<file path="src/rtl/servo_target_slew_limiter_pkg.sv">
// servo_pkg: shared axis width, FSM encoding and abs helper for the servo slew limiter
package servo_pkg;
   localparam int AXIS_W = 10;
   localparam logic [1:0] S_INIT = 2'd0;
   localparam logic [1:0] S_RUN  = 2'd1;
   localparam logic [1:0] S_HOLD = 2'd2;
   function automatic int abs_s(input int v);
      return v < 0 ? -v : v;
   endfunction
endpackage

</file>
<file path="src/rtl/servo_target_slew_limiter_slew_axis.sv">
// slew_axis: one axis target register, deadband/step rule and post-update in-band flag
module slew_axis
   import servo_pkg::*;
#(
   parameter int DATA_WIDTH = AXIS_W,
   parameter int MAX_STEP   = 8,
   parameter int DEADBAND   = 2
) (
   input  logic                  clk,
   input  logic                  rst,
   input  logic                  sample,
   input  logic                  upd,
   input  logic [DATA_WIDTH-1:0] tgt_in,
   output logic [DATA_WIDTH-1:0] out_v,
   output logic                  in_band
);
   localparam int W = DATA_WIDTH;
   localparam logic signed [W:0] MS = (W+1)'(MAX_STEP);
   logic [W-1:0] target_q, target_d, out_q, out_d;
   logic signed [W:0] d, d_post, step;
   int ad;
   // the update uses the previously sampled target; the fresh sample only feeds settled
   always_comb begin
      target_d = sample ? tgt_in : target_q;
      d        = $signed({target_q[W-1], target_q}) - $signed({out_q[W-1], out_q});
      ad       = abs_s(int'(d));
      step     = d < 0 ? -MS : MS;
      out_d    = (!upd || ad <= DEADBAND) ? out_q : ad <= MAX_STEP ? target_q : out_q + step[W-1:0];
      d_post   = $signed({target_d[W-1], target_d}) - $signed({out_d[W-1], out_d});
      in_band  = abs_s(int'(d_post)) <= DEADBAND;
   end
   always_ff @(posedge clk or negedge rst) begin
      if (!rst) begin
         target_q <= '0;
         out_q    <= '0;
      end else begin
         target_q <= target_d;
         out_q    <= out_d;
      end
   end
   assign out_v = out_q;
endmodule

</file>
<file path="src/rtl/servo_target_slew_limiter.sv">
// servo_target_slew_limiter: tick generator, INIT/RUN/HOLD control and settled flag
// over three slew-limited servo axes.
module servo_target_slew_limiter
   import servo_pkg::*;
#(
   parameter int DATA_WIDTH = AXIS_W,
   parameter int CLK_FREQ   = 50_000_000,
   parameter int UPDATE_HZ  = 100,
   parameter int MAX_STEP   = 8,
   parameter int DEADBAND   = 2
) (
   input  logic                  clk,
   input  logic                  rst,
   input  logic [DATA_WIDTH-1:0] x_in,
   input  logic [DATA_WIDTH-1:0] y_in,
   input  logic [DATA_WIDTH-1:0] z_in,
   input  logic                  hold,
   output logic [DATA_WIDTH-1:0] x_out,
   output logic [DATA_WIDTH-1:0] y_out,
   output logic [DATA_WIDTH-1:0] z_out,
   output logic                  tick,
   output logic                  settled
);
   localparam int TICK_DIV = CLK_FREQ / UPDATE_HZ;
   localparam int CW = TICK_DIV > 1 ? $clog2(TICK_DIV) : 1;
   logic [CW-1:0] cnt_q, cnt_d;
   logic [1:0] state_q, state_d;
   logic settled_q, settled_d, upd;
   logic [2:0] band;
   always_comb begin
      tick      = cnt_q == CW'(TICK_DIV - 1);
      cnt_d     = tick ? '0 : cnt_q + 1'b1;
      upd       = tick && !hold && state_q != S_INIT;
      state_d   = !tick ? state_q : state_q == S_INIT ? S_RUN : hold ? S_HOLD : S_RUN;
      settled_d = tick ? upd && &band : settled_q;
   end
   always_ff @(posedge clk or negedge rst) begin
      if (!rst) begin
         cnt_q     <= '0;
         state_q   <= S_INIT;
         settled_q <= 1'b0;
      end else begin
         cnt_q     <= cnt_d;
         state_q   <= state_d;
         settled_q <= settled_d;
      end
   end
   assign settled = settled_q;
   slew_axis #(.DATA_WIDTH(DATA_WIDTH), .MAX_STEP(MAX_STEP), .DEADBAND(DEADBAND)) u_x (
      .clk(clk), .rst(rst), .sample(tick), .upd(upd), .tgt_in(x_in), .out_v(x_out), .in_band(band[0]));
   slew_axis #(.DATA_WIDTH(DATA_WIDTH), .MAX_STEP(MAX_STEP), .DEADBAND(DEADBAND)) u_y (
      .clk(clk), .rst(rst), .sample(tick), .upd(upd), .tgt_in(y_in), .out_v(y_out), .in_band(band[1]));
   slew_axis #(.DATA_WIDTH(DATA_WIDTH), .MAX_STEP(MAX_STEP), .DEADBAND(DEADBAND)) u_z (
      .clk(clk), .rst(rst), .sample(tick), .upd(upd), .tgt_in(z_in), .out_v(z_out), .in_band(band[2]));
endmodule

</file>
<file path="config.mk">
export PLATFORM = sky130hd
export DESIGN_NAME = servo_target_slew_limiter
export DESIGN_NICKNAME = d
export VERILOG_FILES = /design/src/rtl/servo_target_slew_limiter_pkg.sv /design/src/rtl/servo_target_slew_limiter_slew_axis.sv /design/src/rtl/servo_target_slew_limiter.sv
export SDC_FILE = /design/constraint.sdc
export NUM_CORES = 1
export LEC_CHECK = 0
export CAP_MARGIN = 10
export CORE_MARGIN = 3
export CORE_UTILIZATION = 50
export DETAILED_ROUTE_END_ITERATION = 7
export HOLD_SLACK_MARGIN = 0.08
export PLACE_DENSITY = 0.7
export SLEW_MARGIN = 0
export SYNTH_ARGS = -nofsm -noshare
export SYNTH_HDL_FRONTEND = slang
export SYNTH_HIERARCHICAL = 1
export SYNTH_SLANG_ARGS = --single-unit
</file>
<file path="constraint.sdc">
create_clock -name clk -period 11.6 [get_ports clk]
set_input_delay 1.16 -clock clk [delete_from_list [all_inputs] [get_ports clk]]
set_output_delay 1.16 -clock clk [all_outputs]
set_load 0.005 [all_outputs]
</file>
After elaboration in Yosys (flattened, before gate mapping):

Cells that the tools add are included.

* flip-flop bits (word level): 82
* input port bits: 33
* output and inout bits: 32
* word-level logic and storage cells: 73

* add/sub/neg operators: 16
* order comparisons: 15
* equality and inequality tests: 1
* muxes and demuxes: 21
* reductions and logical operators: 11

Operator list (number)
* 32-bit by 3-bit less-or-equal comparator with 1-bit output, second input constant: 6
* 32-bit two-way mux: 6
* 11-bit negator with 32-bit output: 6
* 10-bit two-way mux: 12
* 32-bit by 5-bit less-or-equal comparator with 1-bit output, second input constant: 3
* 11-bit by 1-bit less-than comparator with 1-bit output, second input constant: 6
* 10-bit by 10-bit subtractor with 11-bit output: 6
* 10-bit adder: 3
* 19-bit by 1-bit adder with 19-bit output, second input constant: 1
* 19-bit equality test, second input constant: 1
* 19-bit two-way mux: 1
* 2-bit two-way mux: 2
* 1-bit logical AND: 3
* 1-bit logical OR: 3
* 3-bit AND reduction: 1
* 1-bit zero test: 2
* 2-bit zero test: 1
* 2-bit nonzero test: 1

Depth between registers and ports, before layout:

Gate-level depths: netlist of run 1.

* depth after elaboration: 12
* mapped depth: 33
* mapped depth without buffers: 32

Modules after synthesis:

Netlist of run 1, hierarchy kept.

Modules (own cells, without submodules)
* slew_axis at u_x ...: times used 2, cells each 294, area each 2573.7 µm², sequential area each 500.5 µm²
* slew_axis at u_z: times used 1, cells each 307, area each 2742.6 µm², sequential area each 500.5 µm²
* servo_target_slew_limiter: times used 1, cells each 101, area each 1076.0 µm², sequential area each 550.5 µm²

Worst setup path after synthesis of run 1:

Ideal clock, no wire load.

* kind: register to register
* start point: register u_z.out_q[0], in the netlist u_z/out_v[0]
* end point: register settled_q, in the netlist settled
* library setup time: 0.064 ns
* arrival time: 6.900 ns
* data required time: 11.536 ns
* path slack: 4.635 ns
* cell stages (with the launch flop): 32
* buffers on the path: 2
* period minus slack after synthesis: 6.965 ns
* cells stage by stage: dfrtp_1 > ha_1 > inv_1 > fa_1 > inv_1 > ha_1 > nand3_1 > mux2_2 > nand2b_4 > o21bai_1 > a211o_1 > a2111o_1 > a2111o_1 > buf_6 > or2_1 > buf_6 > mux2_4 > ha_1 > inv_1 > fa_1 > a21o_1 > a21oi_1 > xnor2_1 > a2111oi_0 > and3_1 > nand2_1 > o41a_1 > o22a_1 > nor4_1 > nand3_1 > nor3_1 > mux2_2

* cells in the longest elaborated chain, start to end: 12
* elaborated cells on any way between the ends: 18
* those cells by class: add/sub (5); order compare (5); mux (5); reduce/logical (3)

RTL lines
* from (decl): RTL line servo_target_slew_limiter_slew_axis.sv:19 `logic [W-1:0] target_q, target_d, out_q, out_d;`
* from (signal assigned): RTL line servo_target_slew_limiter_slew_axis.sv:38 `out_q <= out_d;`
* 10-bit by 10-bit subtractor with 11-bit output: RTL line servo_target_slew_limiter_slew_axis.sv:25 `d = $signed({target_q[W-1], target_q}) - $signed({out_q[W-1], out_q});`
* 11-bit negator with 32-bit output / 11-bit by 1-bit less-than comparator with 1-bit output (equally long branches): RTL line servo_target_slew_limiter_pkg.sv:8 `return v < 0 ? -v : v;`
* 32-bit two-way mux: RTL line servo_target_slew_limiter_pkg.sv:8
* 32-bit by 5-bit less-or-equal comparator with 1-bit output / 32-bit by 3-bit less-or-equal comparator with 1-bit output (equally long branches): RTL line servo_target_slew_limiter_slew_axis.sv:28 `out_d = (!upd || ad <= DEADBAND) ? out_q : ad <= MAX_STEP ? target_q : out_q + step[W-1:0];`
* 10-bit two-way mux / 1-bit logical OR (equally long branches): RTL line servo_target_slew_limiter_slew_axis.sv:28
* 10-bit two-way mux (*): RTL line servo_target_slew_limiter_slew_axis.sv:28
* named net u_z.out_d[0]: RTL line servo_target_slew_limiter_slew_axis.sv:19
* 10-bit by 10-bit subtractor with 11-bit output (*): RTL line servo_target_slew_limiter_slew_axis.sv:29 `d_post = $signed({target_d[W-1], target_d}) - $signed({out_d[W-1], out_d});`
* 11-bit negator with 32-bit output / 11-bit by 1-bit less-than comparator with 1-bit output (equally long branches): RTL line servo_target_slew_limiter_pkg.sv:8
* 32-bit two-way mux (*): RTL line servo_target_slew_limiter_pkg.sv:8
* 32-bit by 3-bit less-or-equal comparator with 1-bit output (*): RTL line servo_target_slew_limiter_slew_axis.sv:30 `in_band = abs_s(int'(d_post)) <= DEADBAND;`
* named net band[2]: RTL line servo_target_slew_limiter.sv:29 `logic [2:0] band;`
* 3-bit AND reduction (*): RTL line servo_target_slew_limiter.sv:35 `settled_d = tick ? upd && &band : settled_q;`
* 1-bit logical AND (*): RTL line servo_target_slew_limiter.sv:35
* to (signal assigned): RTL line servo_target_slew_limiter.sv:45 `settled_q <= settled_d;`
* to (decl): RTL line servo_target_slew_limiter.sv:28 `logic settled_q, settled_d, upd;`

Mark *: on every way through the listed nets, which the timed path passes. The rest lies on a longest branch.
A chain may end at the register's enable or synchronous reset.

Worst setup path in the final report of run 1:

* start point: register u_z.target_q[0]
* end point: register settled_q, in the netlist settled

* cells in the longest elaborated chain, start to end: 12
* elaborated cells on any way between the ends: 19
* those cells by class: add/sub (5); order compare (5); mux (6); reduce/logical (3)

RTL lines
* from (decl): RTL line servo_target_slew_limiter_slew_axis.sv:19
* from (signal assigned): RTL line servo_target_slew_limiter_slew_axis.sv:37 `target_q <= target_d;`
* 10-bit by 10-bit subtractor with 11-bit output: RTL line servo_target_slew_limiter_slew_axis.sv:25
* 11-bit negator with 32-bit output / 11-bit by 1-bit less-than comparator with 1-bit output (equally long branches): RTL line servo_target_slew_limiter_pkg.sv:8, servo_target_slew_limiter_slew_axis.sv:27
* 32-bit two-way mux / 10-bit two-way mux (equally long branches): RTL line servo_target_slew_limiter_pkg.sv:8, servo_target_slew_limiter_slew_axis.sv:27
* 32-bit by 5-bit less-or-equal comparator with 1-bit output, or another cell as far along: RTL line servo_target_slew_limiter_slew_axis.sv:28
* 10-bit two-way mux / 1-bit logical OR (equally long branches): RTL line servo_target_slew_limiter_slew_axis.sv:28
* 10-bit two-way mux: RTL line servo_target_slew_limiter_slew_axis.sv:28
* 10-bit by 10-bit subtractor with 11-bit output (*): RTL line servo_target_slew_limiter_slew_axis.sv:29
* 11-bit negator with 32-bit output / 11-bit by 1-bit less-than comparator with 1-bit output (equally long branches): RTL line servo_target_slew_limiter_pkg.sv:8
* 32-bit two-way mux (*): RTL line servo_target_slew_limiter_pkg.sv:8
* 32-bit by 3-bit less-or-equal comparator with 1-bit output (*): RTL line servo_target_slew_limiter_slew_axis.sv:30
* named net band[2]: RTL line servo_target_slew_limiter.sv:29
* 3-bit AND reduction (*): RTL line servo_target_slew_limiter.sv:35
* 1-bit logical AND (*): RTL line servo_target_slew_limiter.sv:35

Marks and branches as above.

==> reports/results.ini, run 1 <==
[outcome]
outcome=finished, final reports clean

[yosys]
synth_common_cells=dfrtp_1 (82), nor2_1 (80), ha_1 (79)
synth_seq_cells=82
synth_edf_count=0
synth_warnings=6
synth_area_um2=8970
yosys.area.top_type=dfrtp_1
yosysSeqAreaShare_pct=22.9
synth_top_flop_cell=dfrtp_1
synth.area.top_cells=dfrtp_1 (23%), ha_1 (11%), mux2_2 (5.0%), xnor2_1 (4.5%), nor2_1 (3.3%)
synth_top_cell_area_share_pct=22.9
synth_fp_nets=1117
synthDistinctLibCells=93
ys_async_sr_fraction_pct=100
synth_most_common_cell=dfrtp_1
syn_area_per_cell_um2=9.00
synth_cells=996

[timing]
post-route-min-period_ns=7.88
setup_viol_count_final=0
fmax_mhz=127
final.setup.tns_ns=0
rsz0062_at_grt=no
finalHoldViolCount=0
tightestPinTransition_ns=1.08
finClkSkew_ns=0.00712
relSlewSlack_pct=28.0
finalMaxSlewViolations=0
period_share_pct=67.9

[pwr]
ir_worst_vdd_uv=71.3
leakagePower_nw=4.57
power_mw=0.700
power.density_nw_per_um2=69.2

[global_routing]
grt_antenna_before_repair=0
grt.overflow.total=0
grt_max_degree=45
grt_pass1_vias=7171
grt_use_total_pct=21.0
grt_pass1_wl_um=34800

[detailed_routing]
ant_nets=0
vias=7520
avgViaCountPerCell=5.85
drtIter0Drc=468
wire_per_inst_um=15.8
drc=0
wl_um=20300
firstDrtPassIters=5

[floorplanning]
num_io_pins=65
rows=48
start_util_pct=51.5
fp.dieW_um=140
die_y_um=140
die_area_um2=19600
core_um2=17400

[clock_tree]
h-tree-depth=3
clkSinkCount=82
ctsResizeCount=0
cts_setup_buffers=0
clock_latency_ns=0.35
cts.path.max_buffers=2
cts_hold_buf=0
root_buffer=clkbuf_16
cts.clk_slew.worst_paths_ns=0.07
cts_buffers=9
cts_tree=done

[setup_path]
crit_slowest_cell=a2111oi_0
worstRegToRegCells=28
worst_setup_path_end_kind=flip-flop
crit_arrival_ns=8.18
crit_type=flip-flop to flip-flop
crit_top_cell=inv_1
cpPeakStageDelay_ns=0.77
worstPathRequired_ns=11.89
critPathLaunchType=flip-flop
crit_path_max_fanout=12

[layout]
finalInstanceArea_um2=10100
n_antenna_cell=0
fin_nets=1177
multi_input_area_um2=6520
seq_area_um2=2050
drive_above_1_share_pct=12.1
fillCellCount=1556
area_growth_syn_to_layout_pct=12.9

[place]
hpwl_um=15800
place_area_um2=9780
gp_congestion=0.858
io_buffers=64

[worst_hold_path]
holdPathStages=1
worstHoldPathType=flip-flop to flip-flop

[job]
maxCapViolations=0

placed cells by master (no fill, tap or decap), types with 34 or more instances in the layout:
master and n:
xnor2_1 46, dfrtp_1 82, clkdlybuf4s50_1 63, inv_1 70
ha_1 79, nand2_1 63, nor2_1 80, mux2_2 40
nor3_1 34, a21oi_1 59
state kept, by name, indices dropped and copies added, names as in the netlist:
signal and count:
cnt_q 19, settled 1, state_q 2, u_x/out_v 10, u_x/target_q 10, u_y/out_v 10
u_y/target_q 10, u_z/out_v 10, u_z/target_q 10
per-layer routing:
metal | vias up | part of all wire (%) | GRT usage, %
met5 | - | 0 | 0
met4 | 0 | 1.2 | 4.74
met3 | 16 | 3.1 | 2.39
met2 | 148 | 46 | 34.3
met1 | 3562 | 49 | 30.0
li1 | 3794 | - | -
power breakdown:
part | switching, mW | internal, mW
combinational | 0.0433 | 0.0407
clock | 0.129 | 0.198
sequential | 0.00181 | 0.288
stage by stage:
step | util [%] | hold WS [ns] | worst slack, ns | instances
6_report | 58.1 | 0.490 | 3.72 | 1286
5_1_grt | 58.1 | 0.505 | 3.15 | 1286
4_1_cts | 58.1 | 0.495 | 3.74 | 1286
3_5_place_dp | 56.2 | 0.485 | 3.76 | 1270
3_3_place_gp | 56.2 | 0.477 | 4.07 | 1270
2_1_floorplan | - | 0.455 | 4.64 | 996
worst max-delay path, delay by kind of cell (launching register included):
family | cells | cell delay [ns]
flip-flops | 1 | 0.38
AO/OA/AOI/OAI | 13 | 3.93
adder cells (fa/ha/maj) | 3 | 0.97
AND/OR/NAND/NOR | 7 | 1.53
multiplexers | 2 | 0.47
buffers and inverters | 3 | 0.54
logic make-up after synthesis:
logic type / synth area share [%]
XOR/XNOR: 7.97
buffers and inverters: 4.45
AO/OA/AOI/OAI: 22.4
adder cells (fa/ha/maj): 13.0
flip-flops: 22.9
multiplexers: 11.7
AND/OR/NAND/NOR: 17.6
cell type report:
type | count | area share [%]
multi-input cells | 825 | 64.4
flip-flops and latches | 82 | 20.3
repair buffers | 68 | 6.60
well taps | 225 | 2.78
inverters | 70 | 2.60
clock buffers | 10 | 2.36
clock inverters | 6 | 0.952
path summary, 6_finish.rpt:
path / start / endpoint / slack, ns
max: u_z/target_q[0]$_DFF_PN0_ / settled$_DFFE_PN0N_ / 3.72
min: cnt_q[0]$_DFF_PN0_ / cnt_q[0]$_DFF_PN0_ / 0.49
max reg2reg: u_z/target_q[0]$_DFF_PN0_ / settled$_DFFE_PN0N_ / 3.72
min reg2reg: cnt_q[0]$_DFF_PN0_ / cnt_q[0]$_DFF_PN0_ / 0.49
max in group asynchronous: rst / u_x/target_q[3]$_DFF_PN0_ / 9.83
min in group asynchronous: rst / cnt_q[10]$_DFF_PN0_ / 0.78
Power figures use the tool's default switching activity.
==> inputs of run 2 (changes only) <==
==> constraint.sdc (replaced) <==
create_clock -name clk -period 7.5 [get_ports clk]
set_input_delay 0.75 -clock clk [delete_from_list [all_inputs] [get_ports clk]]
set_output_delay 0.75 -clock clk [all_outputs]
set_load 0.005 [all_outputs]
==> reports/results.ini, run 2 (same netlist as run 1, synthesis figures left out) <==
[setup_path]
rr_startpoint=u_z/target_q[0]$_DFF_PN0_
crit_path_max_fanout=7
crit_arrival_ns=7.31
critPathLaunchType=flip-flop
cpPeakStageDelay_ns=0.47
worst_setup_path_end_kind=flip-flop
crit_top_cell=inv_1
crit_slowest_cell=fa_1
crit_type=flip-flop to flip-flop
cp-startpoint=u_z/target_q[0]$_DFF_PN0_
worstPathRequired_ns=7.80

[clock_tree]
cts.path.max_buffers=2
cts_hold_buf=0
cts_tree=done
h-tree-depth=3
clkSinkCount=82
root_buffer=clkbuf_16
cts.clk_slew.worst_paths_ns=0.07
cts_buffers=9
clock_latency_ns=0.35

[layout]
drive_above_1_share_pct=13.5
finalInstanceArea_um2=10200
n_antenna_cell=0
layout_commonest_cell=dfrtp_1
fin_nets=1188
largest-register=cnt_q
mostFrequentLayoutCells=dfrtp_1 (82), nor2_1 (80), ha_1 (78)
area_growth_syn_to_layout_pct=14.1
largest_reg_flops=19

[place]
place_area_um2=9850
gp_congestion=0.842
io_buffers=64
hpwl_um=15900

[timing]
final.setup.tns_ns=0
finClkSkew_ns=0.0147
finalMaxSlewViolations=0
period_share_pct=93.5
relSlewSlack_pct=50.3
post-route-min-period_ns=7.01
setup_viol_count_final=0
tightestPinTransition_ns=0.743
fmax_mhz=143
rsz0062_at_grt=no
finalHoldViolCount=0

[floorplanning]
start_util_pct=51.5
core_um2=17400
fp.dieW_um=140
num_io_pins=65
die_area_um2=19600
die_y_um=140
rows=48

[pwr]
power.density_nw_per_um2=106
power_frac_comb_pct=12.0
power.switching_mw=0.269
p_seq_share_pct=41.4
ir_worst_vdd_uv=116
clkPwrFrac_pct=46.6
leakagePower_nw=4.62
p_sw_share_pct=24.8
internal_power_mw=0.814

[detailed_routing]
wire_per_inst_um=15.8
drc=0
avgViaCountPerCell=5.85
drtIter0Drc=470
wl_um=20500
vias=7583
firstDrtPassIters=5
ant_nets=0

[global_routing]
grt_antenna_before_repair=0
grt_pass1_vias=7348
grt_use_total_pct=20.8
grt.overflow.total=0
grt_max_degree=48
grt_pass1_wl_um=34700

[job]
maxCapViolations=0

[worst_hold_path]
worstHoldPathType=input port to async pin

[outcome]
outcome=finished, final reports clean

==> run 2: layout make-up <==
class | count | area [um2]
Fill cell | 1537 | 7180
Sequential cell | 82 | 2050
Inverter | 70 | 263
Multi-Input combinational cell | 826 | 6560
Timing Repair Buffer | 78 | 743
Clock inverter | 6 | 96.3
Tap cell | 225 | 282
Clock buffer | 10 | 239
==> run 2: final timing paths <==
| kind | to | slack [ns] | cells past startpoint |
|---|---|---|---|
| setup / recovery | settled$_DFFE_PN0N_ | 0.49 | 30 |
| hold / removal | cnt_q[8]$_DFF_PN0_ | 0.35 | 1 |
| setup reg to reg | settled$_DFFE_PN0N_ | 0.49 | 30 |
| hold reg to reg | cnt_q[0]$_DFF_PN0_ | 0.50 | 1 |
| max in group asynchronous | u_z/target_q[7]$_DFF_PN0_ | 6.14 | 2 |
| min in group clk | cnt_q[0]$_DFF_PN0_ | 0.50 | 1 |
==> run 2: power by group through the flow <==
stage	clock, mW	sequential, mW	combinational, mW
after floorplan	0	0.456	0.0812
after global routing	0.537	0.448	0.144
final	0.505	0.448	0.130
after global placement	0	0.456	0.128
after detailed placement	0	0.456	0.129
after CTS	0.522	0.448	0.130
==> run 2: per-stage QoR <==
step | setup WS [ns] | utilization, % | power [mW] | hold slack [ns] | instances
2_1_floorplan | 0.535 | - | 0.537 | 0.454 | 996
3_3_place_gp | 0.433 | 56.6 | 0.584 | 0.473 | 1279
3_5_place_dp | 0.252 | 56.6 | 0.585 | 0.487 | 1279
4_1_cts | 0.222 | 58.5 | 1.10 | 0.365 | 1295
5_1_grt | 0.0237 | 58.8 | 1.13 | 0.380 | 1297
6_report | 0.488 | 58.8 | 1.08 | 0.349 | 1297
==> run 2: worst max-delay path, delay by kind of cell, from the launching register on <==
family                     cells  cell delay, ns
AOI/OAI and AO/OA             10            2.76
adders and majority gates      4            1.23
buffers and inverters          4            0.39
DFF                            1            0.37
muxes                          3            0.68
and+or+nand+nor                9            1.49
==> run 2: timing repair <==
item                       4_1_cts  5_1_grt
setup buffers                    0        1
setup endpoints to repair        0        1
gates resized for setup          0        9
hold endpoints to repair         0        0
==> run 2: routing by layer <==
metal | vias up | wire (um) | global-route usage, %
met1 | 3640 | 10100 | 28.9
met4 | 0 | 238 | 5.00
met5 | - | 0 | 0
li1 | 3804 | - | -
met3 | 14 | 640 | 2.19
met2 | 125 | 9530 | 35.1
==> inputs of run 3 (changes only) <==
--- a/config.mk
+++ b/config.mk
@@ -6,11 +6,13 @@
 export NUM_CORES = 1
 export LEC_CHECK = 0
 export CAP_MARGIN = 10
+export CELL_PAD_IN_SITES_DETAIL_PLACEMENT = 1
+export CELL_PAD_IN_SITES_GLOBAL_PLACEMENT = 2
 export CORE_MARGIN = 3
-export CORE_UTILIZATION = 50
+export CORE_UTILIZATION = 38
 export DETAILED_ROUTE_END_ITERATION = 7
 export HOLD_SLACK_MARGIN = 0.08
-export PLACE_DENSITY = 0.7
+export PLACE_DENSITY_LB_ADDON = 0.1
 export SLEW_MARGIN = 0
 export SYNTH_ARGS = -nofsm -noshare
 export SYNTH_HDL_FRONTEND = slang
==> reports/results.ini, run 3 (same netlist as run 1, synthesis figures left out) <==
[layout]
mostFrequentLayoutCells=dfrtp_1 (82), nor2_1 (80), ha_1 (78)
final_core_util_pct=45.3
drive_above_1_share_pct=14.2
fillCellCount=2691
largest_reg_flops=19
fin_nets=1193
n_antenna_cell=0
largest-register=cnt_q
layout_commonest_cell=dfrtp_1
area_growth_syn_to_layout_pct=15.8

[setup_path]
worst_setup_path_end_kind=flip-flop
crit_family=compound AO/OA/AOI/OAI gates
crit_arrival_ns=7.31
crit_path_max_fanout=7
cp-endpoint=settled$_DFFE_PN0N_
rr_startpoint=u_z/target_q[0]$_DFF_PN0_
reg2reg_to=settled$_DFFE_PN0N_
path_buf_inv=4
crit_type=flip-flop to flip-flop
crit_top_cell=inv_1
worstRegToRegCells=30
cpPeakStageDelay_ns=0.49
ff2ff_setup_slack_ns=0.48
critPathLaunchType=flip-flop
worstPathRequired_ns=7.78
cp_num_cells=30
crit_slowest_cell=fa_1
cp-startpoint=u_z/target_q[0]$_DFF_PN0_

[clock_tree]
h-tree-depth=3
clock_latency_ns=0.35
cts_setup_buffers=0
clkSinkCount=82
cts.path.max_buffers=2
root_buffer=clkbuf_16
cts_hold_buf=0
ctsResizeCount=0
cts_tree=done
cts_buffers=9
cts.clk_slew.worst_paths_ns=0.07

[detailed_routing]
wl_um=24500
firstDrtPassIters=5
vias=7624
drc=0
drtIter0Drc=314
wire_per_inst_um=17.6
ant_nets=0
avgViaCountPerCell=5.48

[pwr]
leakagePower_nw=4.65
power.switching_mw=0.279
power.density_nw_per_um2=104
p_sw_share_pct=25.8
power_frac_comb_pct=12.4
ir_worst_vdd_uv=93.8
internal_power_mw=0.803
clkPwrFrac_pct=46.2
p_seq_share_pct=41.4

[timing]
finalHoldViolCount=0
fmax_mhz=142
period_share_pct=93.7
rsz0062_at_grt=no
tightestPinTransition_ns=0.842
finClkSkew_ns=0.0126
post-route-min-period_ns=7.02
final.setup.tns_ns=0
finalMaxSlewViolations=0
relSlewSlack_pct=43.8
setup_viol_count_final=0

[floorplanning]
die_y_um=160
core_um2=22900
rows=55
start_util_pct=39.1
fp.dieW_um=160
num_io_pins=65
die_area_um2=25500

[global_routing]
grt_max_degree=46
grt_pass1_wl_um=40800
grt_antenna_before_repair=0
grt.overflow.total=0
grt_pass1_vias=7738
grt_use_total_pct=19.2

[worst_hold_path]
worstHoldPathType=input port to async pin

[place]
hpwl_um=19600
io_buffers=64
gp_congestion=0.800

[job]
maxCapViolations=0

[outcome]
outcome=finished, final reports clean

run 3: cell types whose count changed in the layout (fill, tap and decap cells not counted), sizes merged:
| cell | before | now |
|---|---|---|
| clkinv | 0 | 1 |
| buf | 15 | 21 |
| clkbuf | 10 | 9 |
| a31oi | 11 | 10 |
run 3: per-layer routing:
| layer | wire length, um | vias to the layer above | track usage, % |
|---|---|---|---|
| met4 | 154 | 0 | 2.87 |
| li1 | - | 3801 | - |
| met1 | 12600 | 3735 | 28.2 |
| met5 | 0 | - | 0 |
| met2 | 11100 | 78 | 30.4 |
| met3 | 617 | 10 | 2.78 |
run 3: layout make-up:
class                           count  area, um2  share of cell area [%]
Timing Repair Buffer               84        788                    7.59
Clock buffer                        9        225                    2.17
Tap cell                          313        392                    3.77
Inverter                           70        263                    2.53
Multi-Input combinational cell    825       6570                    63.2
Clock inverter                      7       98.8                   0.952
Sequential cell                    82       2050                    19.8
run 3: through the flow:
step | setup WS (ns) | total power [mW] | hold slack (ns) | cells | area [um2]
after floorplan | 0.535 | 0.537 | 0.454 | 996 | 8970
after global placement | 0.456 | 0.590 | 0.482 | 1374 | 10000
after detailed placement | 0.282 | 0.591 | 0.486 | 1374 | 10000
after CTS | 0.253 | 1.10 | 0.410 | 1390 | 10300
after global routing | 0.00208 | 1.13 | 0.433 | 1390 | 10400
final | 0.476 | 1.08 | 0.404 | 1390 | 10400
run 3: worst min path at each step:
stage               cells past startpoint                endpoint          startpoint
global placement                        1      cnt_q[0]$_DFF_PN0_  cnt_q[0]$_DFF_PN0_
CTS                                     1     cnt_q[13]$_DFF_PN0_                 rst
detailed placement                      1      cnt_q[0]$_DFF_PN0_  cnt_q[0]$_DFF_PN0_
floorplan                               0      cnt_q[0]$_DFF_PN0_                 rst
global route                            1     cnt_q[13]$_DFF_PN0_                 rst
finish                                  1  u_z/out_v[2]$_DFF_PN0_                 rst
run 3: power by group through the flow:
stage          sequential [mW]  combinational, mW  clock (mW)
2_1_floorplan            0.456             0.0812           0
3_3_place_gp             0.457              0.133           0
3_5_place_dp             0.457              0.134           0
4_1_cts                  0.448              0.135       0.514
5_1_grt                  0.449              0.149       0.529
6_report                 0.448              0.134       0.500
==> variant 1: new RTL, flow settings as in run 3 <==
Change the parameter `CLK_FREQ` from 50_000_000 to 200_000_000.
--- a/src/rtl/servo_target_slew_limiter.sv
+++ b/src/rtl/servo_target_slew_limiter.sv
@@ -6,3 +6,3 @@
    parameter int DATA_WIDTH = AXIS_W,
-   parameter int CLK_FREQ   = 50_000_000,
+   parameter int CLK_FREQ   = 200_000_000,
    parameter int UPDATE_HZ  = 100,
Function: no difference found for any inputs over 10 cycles, from zero or initial values and one cycle with rst low; that may be too few to reach the edited logic, so the function may still have changed.
==> variant 1 against run 3 <==
Design area hardly changed; setup slack got worse by 0.013 ns; area after synthesis is 0.89% higher; largest cell class unchanged; via count shrank 0.39%; power decreased by 4.3%; critical path type unchanged; routed wire length shrank 1.8%; sequential cell count up 2; count of clock-buffer cells in the layout stayed put; core utilization down 0.14 points.
==> variant 1: results (changes against run 3) <==
* Status: finished, final reports clean (unchanged)
* Critical path endpoint: settled (unchanged)
* Worst VDD drop at 0.0750 mV (was 0.0938 mV)
* Post-synthesis mux area share at 0.116 (was 0.117)
* R2R Setup Slk at 0.46 ns
* Clk root buf: clkbuf_16 (unchanged)
* WP data arrival at 7.32 ns (was 7.31 ns)
* Skew-Pair Late Insertion Delay at 0.35 ns (about the same)
* Maximum clock path buffer count at 2 (unchanged)
* Synth area leaders: dfrtp_1, ha_1, mux2_2 (unchanged)
* Drt first pass iters at 4 (was 5)
* Largest net degree at the start of global routing at 47 (was 46)
* Top cells by count, synth: dfrtp_1, ha_1, nor2_1, inv_1, nand2_1 (was dfrtp_1, nor2_1, ha_1, inv_1, nand2_1)
* Adder and majority gate portion of the synthesized area at 0.129 (was 0.130)
* WL final at 24100 µm (was 24500 µm)
* Via Count at 7594 (was 7624)
* Post-synthesis xor/xnor area fraction at 0.0780 (was 0.0797)
* Vias in the first global route at 7969 (was 7738)
* Share of cells above drive strength 1 at 0.140 (was 0.142)
* GRT Util Overall at 0.190 (was 0.192)
* Syn_nets at 1122 (was 1117)
* Final HPWL from detailed placement at 19200 µm (was 19600 µm)
* Sequential area share after synthesis at 0.232 (was 0.229)
* Switching share of power at 0.278 (was 0.258)
* Relative slew slack at 0.493 (was 0.438)
* Total Nets Final at 1194 (was 1193)
* Pleak at 4.64 nW (was 4.65 nW)
* First-pass GRT wire length at 40700 µm (was 40800 µm)
* Synth Area in Compound Gates at 0.227 (was 0.224)
* RD Place Congestion at 0.787 (was 0.800)
* Largest Register: cnt_q (unchanged)
* Ys async rst share at 1.00 (unchanged)
* Initial DRC Count at 269 (was 314)
* Skew final at 0.0117 ns (was 0.0126 ns)
* Max reg flops at 21 (was 19)
variant 1: changes by cell type after synthesis, sizes merged, moves of 4 or more:
cell   delta
a21oi     +5
xnor2     -4
nand2     +4
nor3      -6
nor4      -4
and3      -4
variant 1: final cells by class:
class	count	area, µm²
Clock buffer	9	225
Clock inverter	7	56.3
Fill cell	2706	12600
Inverter	69	259
Multi-Input combinational cell	827	6580
Sequential cell	84	2100
Tap cell	313	392
Timing Repair Buffer	82	773
variant 1: power groups by stage:
stage / clock, mW / sequential (mW) / combinational, mW
finish: 0.444 / 0.459 / 0.133
global route: 0.481 / 0.459 / 0.148
CTS: 0.467 / 0.459 / 0.135
detailed placement: 0 / 0.468 / 0.134
global placement: 0 / 0.468 / 0.132
floorplan: 0 / 0.467 / 0.0812
variant 1: routing by layer:
| layer | vias to the layer above | part of all wire | global-route usage |
|---|---|---|---|
| li1 | 3824 | - | - |
| met1 | 3704 | 0.51 | 0.267 |
| met2 | 55 | 0.47 | 0.320 |
| met3 | 11 | 0.016 | 0.0245 |
| met4 | 0 | 0.0066 | 0.0288 |
| met5 | - | 0 | 0 |
variant 1: through the flow:
step,cells,hold WS [ns],setup slack [ns],instance area [µm²]
after floorplan,1001,0.424,0.535,9050
after global placement,1374,0.446,0.432,10100
after detailed placement,1374,0.455,0.226,10100
after CTS,1390,0.463,0.153,10300
after global routing,1391,0.483,-0.00725,10400
final,1391,0.433,0.463,10400
variant 1: critical path: cells and delay by family (launching register included):
family,cells,cell delay (ns)
compound gates,10,2.84
simple gates,9,1.47
fa+ha+maj,4,1.18
mux,3,0.69
buf+inv,4,0.42
flops,1,0.38
==> variant 2: new RTL, config.mk and constraints of run 3 <==
Without the edit above. Register the output `x_out`, cleared by the reset; this adds one clock of latency there. The other outputs are not delayed to match.
--- a/src/rtl/servo_target_slew_limiter.sv
+++ b/src/rtl/servo_target_slew_limiter.sv
@@ -25,2 +25,4 @@
    localparam int CW = TICK_DIV > 1 ? $clog2(TICK_DIV) : 1;
+
+   logic [DATA_WIDTH-1:0] x_d;
    logic [CW-1:0] cnt_q, cnt_d;
@@ -49,3 +51,3 @@
    slew_axis #(.DATA_WIDTH(DATA_WIDTH), .MAX_STEP(MAX_STEP), .DEADBAND(DEADBAND)) u_x (
-      .clk(clk), .rst(rst), .sample(tick), .upd(upd), .tgt_in(x_in), .out_v(x_out), .in_band(band[0]));
+      .clk(clk), .rst(rst), .sample(tick), .upd(upd), .tgt_in(x_in), .out_v(x_d), .in_band(band[0]));
    slew_axis #(.DATA_WIDTH(DATA_WIDTH), .MAX_STEP(MAX_STEP), .DEADBAND(DEADBAND)) u_y (
@@ -54,2 +56,10 @@
       .clk(clk), .rst(rst), .sample(tick), .upd(upd), .tgt_in(z_in), .out_v(z_out), .in_band(band[2]));
+   always_ff @(posedge clk or negedge rst) begin
+      if (!rst) begin
+         x_out <= '0;
+      end else begin
+         x_out <= x_d;
+      end
+   end
+
 endmodule
Check against the original RTL: same outputs for any inputs over 10 cycles, from zero or initial values and one cycle with rst low; that may be too few to reach the edited logic, so the function may still have changed.
==> variant 2 against run 3 <==
Non-clock buffer count decreased by 7; maximum frequency grew 0.98%; routed wire length shrank 5.4%; die area grew 1.7%; sequential cell count rose by 10; setup slack improved by 0.068 ns; area after synthesis up 1.8%; first-iteration DRC count is 0.64% higher; design area grew 1.5%.
Power is not compared: it rests on default switching activity, and its combinational part moved more than twofold at a synthesized area within 25%.
==> variant 2: results (changes against run 3) <==
* Maximum clock path buffer count at 2 (unchanged)
* Worst VDD drop at 0.0944 mV
* Synthesis warning total at 6 (unchanged)
* Vias in the first global route at 7712 (was 7738)
* GRT met1 Usage at 0.256 (was 0.282)
* WHS at 0.350 ns (was 0.404 ns)
* WP data arrival at 7.24 ns (was 7.31 ns)
* First-pass GRT wire length at 38700 µm (was 40800 µm)
* Post-synthesis xor/xnor area fraction at 0.0736 (was 0.0797)
* Met3 Use GR at 0.0199 (was 0.0278)
* RD Place Congestion at 0.817 (was 0.800)
* Largest Register: cnt_q (unchanged)
* Skew final at 0.00698 ns (was 0.0126 ns)
* Largest net degree at the start of global routing at 60 (was 46)
* IO buf count at 64 (unchanged)
* CP Max Fanout at 5 (was 7)
* Syn_nets at 1129 (was 1117)
* R2R Setup Slk at 0.54 ns (was 0.48 ns)
* WL final at 23200 µm (was 24500 µm)
* Total Nets Final at 1199 (was 1193)
* Via density per instance at 5.42 (was 5.48)
* Post-synthesis mux area share at 0.105 (was 0.117)
* Final HPWL from detailed placement at 18500 µm (was 19600 µm)
* Ys async rst share at 1.00 (unchanged)
* GRT Util Overall at 0.180 (was 0.192)
* Slowest stage delay, CP at 0.51 ns (was 0.49 ns)
* Drt first pass iters at 4 (was 5)
* Sequential area share after synthesis at 0.252 (was 0.229)
* Met1 Wirelength at 11700 µm (was 12600 µm)
* Met3 WL at 325 µm (was 617 µm)
* Initial DRC Count at 316 (was 314)
* Synth Area in Compound Gates at 0.210 (was 0.224)
* Status: finished, final reports clean (unchanged)
* Skew-Pair Late Insertion Delay at 0.35 ns (about the same)
* Top cells by count, synth: dfrtp_1, nor2_1, ha_1, inv_1, nand2_1 (unchanged)
* Met2 WL at 11000 µm (was 11100 µm)
* Met2 GRT Util at 0.298 (was 0.304)
* Relative slew slack at 0.414 (was 0.438)
* Share of cells above drive strength 1 at 0.138 (was 0.142)
* Adder and majority gate portion of the synthesized area at 0.128 (was 0.130)
variant 2: cell count changes after synthesis, moves of 4 or more:
cell	change
nor3_1	+5
mux2_1	-4
dfrtp_1	+10
o21ai_0	+7
nand3_1	+5
nand2b_1	+7
variant 2: metrics by stage:
step | setup WS (ns) | util | cells | area (µm²)
CTS | 0.0949 | 0.443 | 1399 | 10400
global placement | 0.325 | 0.430 | 1384 | 10100
global route | -0.0293 | 0.448 | 1401 | 10500
detailed placement | 0.109 | 0.430 | 1384 | 10100
finish | 0.544 | 0.448 | 1401 | 10500
floorplan | 0.865 | - | 1008 | 9120
variant 2: area by class of cell:
| class | count | area (µm²) |
|---|---|---|
| Fill cell | 2727 | 13000 |
| Multi-Input combinational cell | 827 | 6540 |
| Sequential cell | 92 | 2300 |
| Timing Repair Buffer | 77 | 736 |
| Tap cell | 319 | 399 |
| Clock buffer | 10 | 239 |
| Inverter | 71 | 267 |
| Clock inverter | 5 | 61.3 |
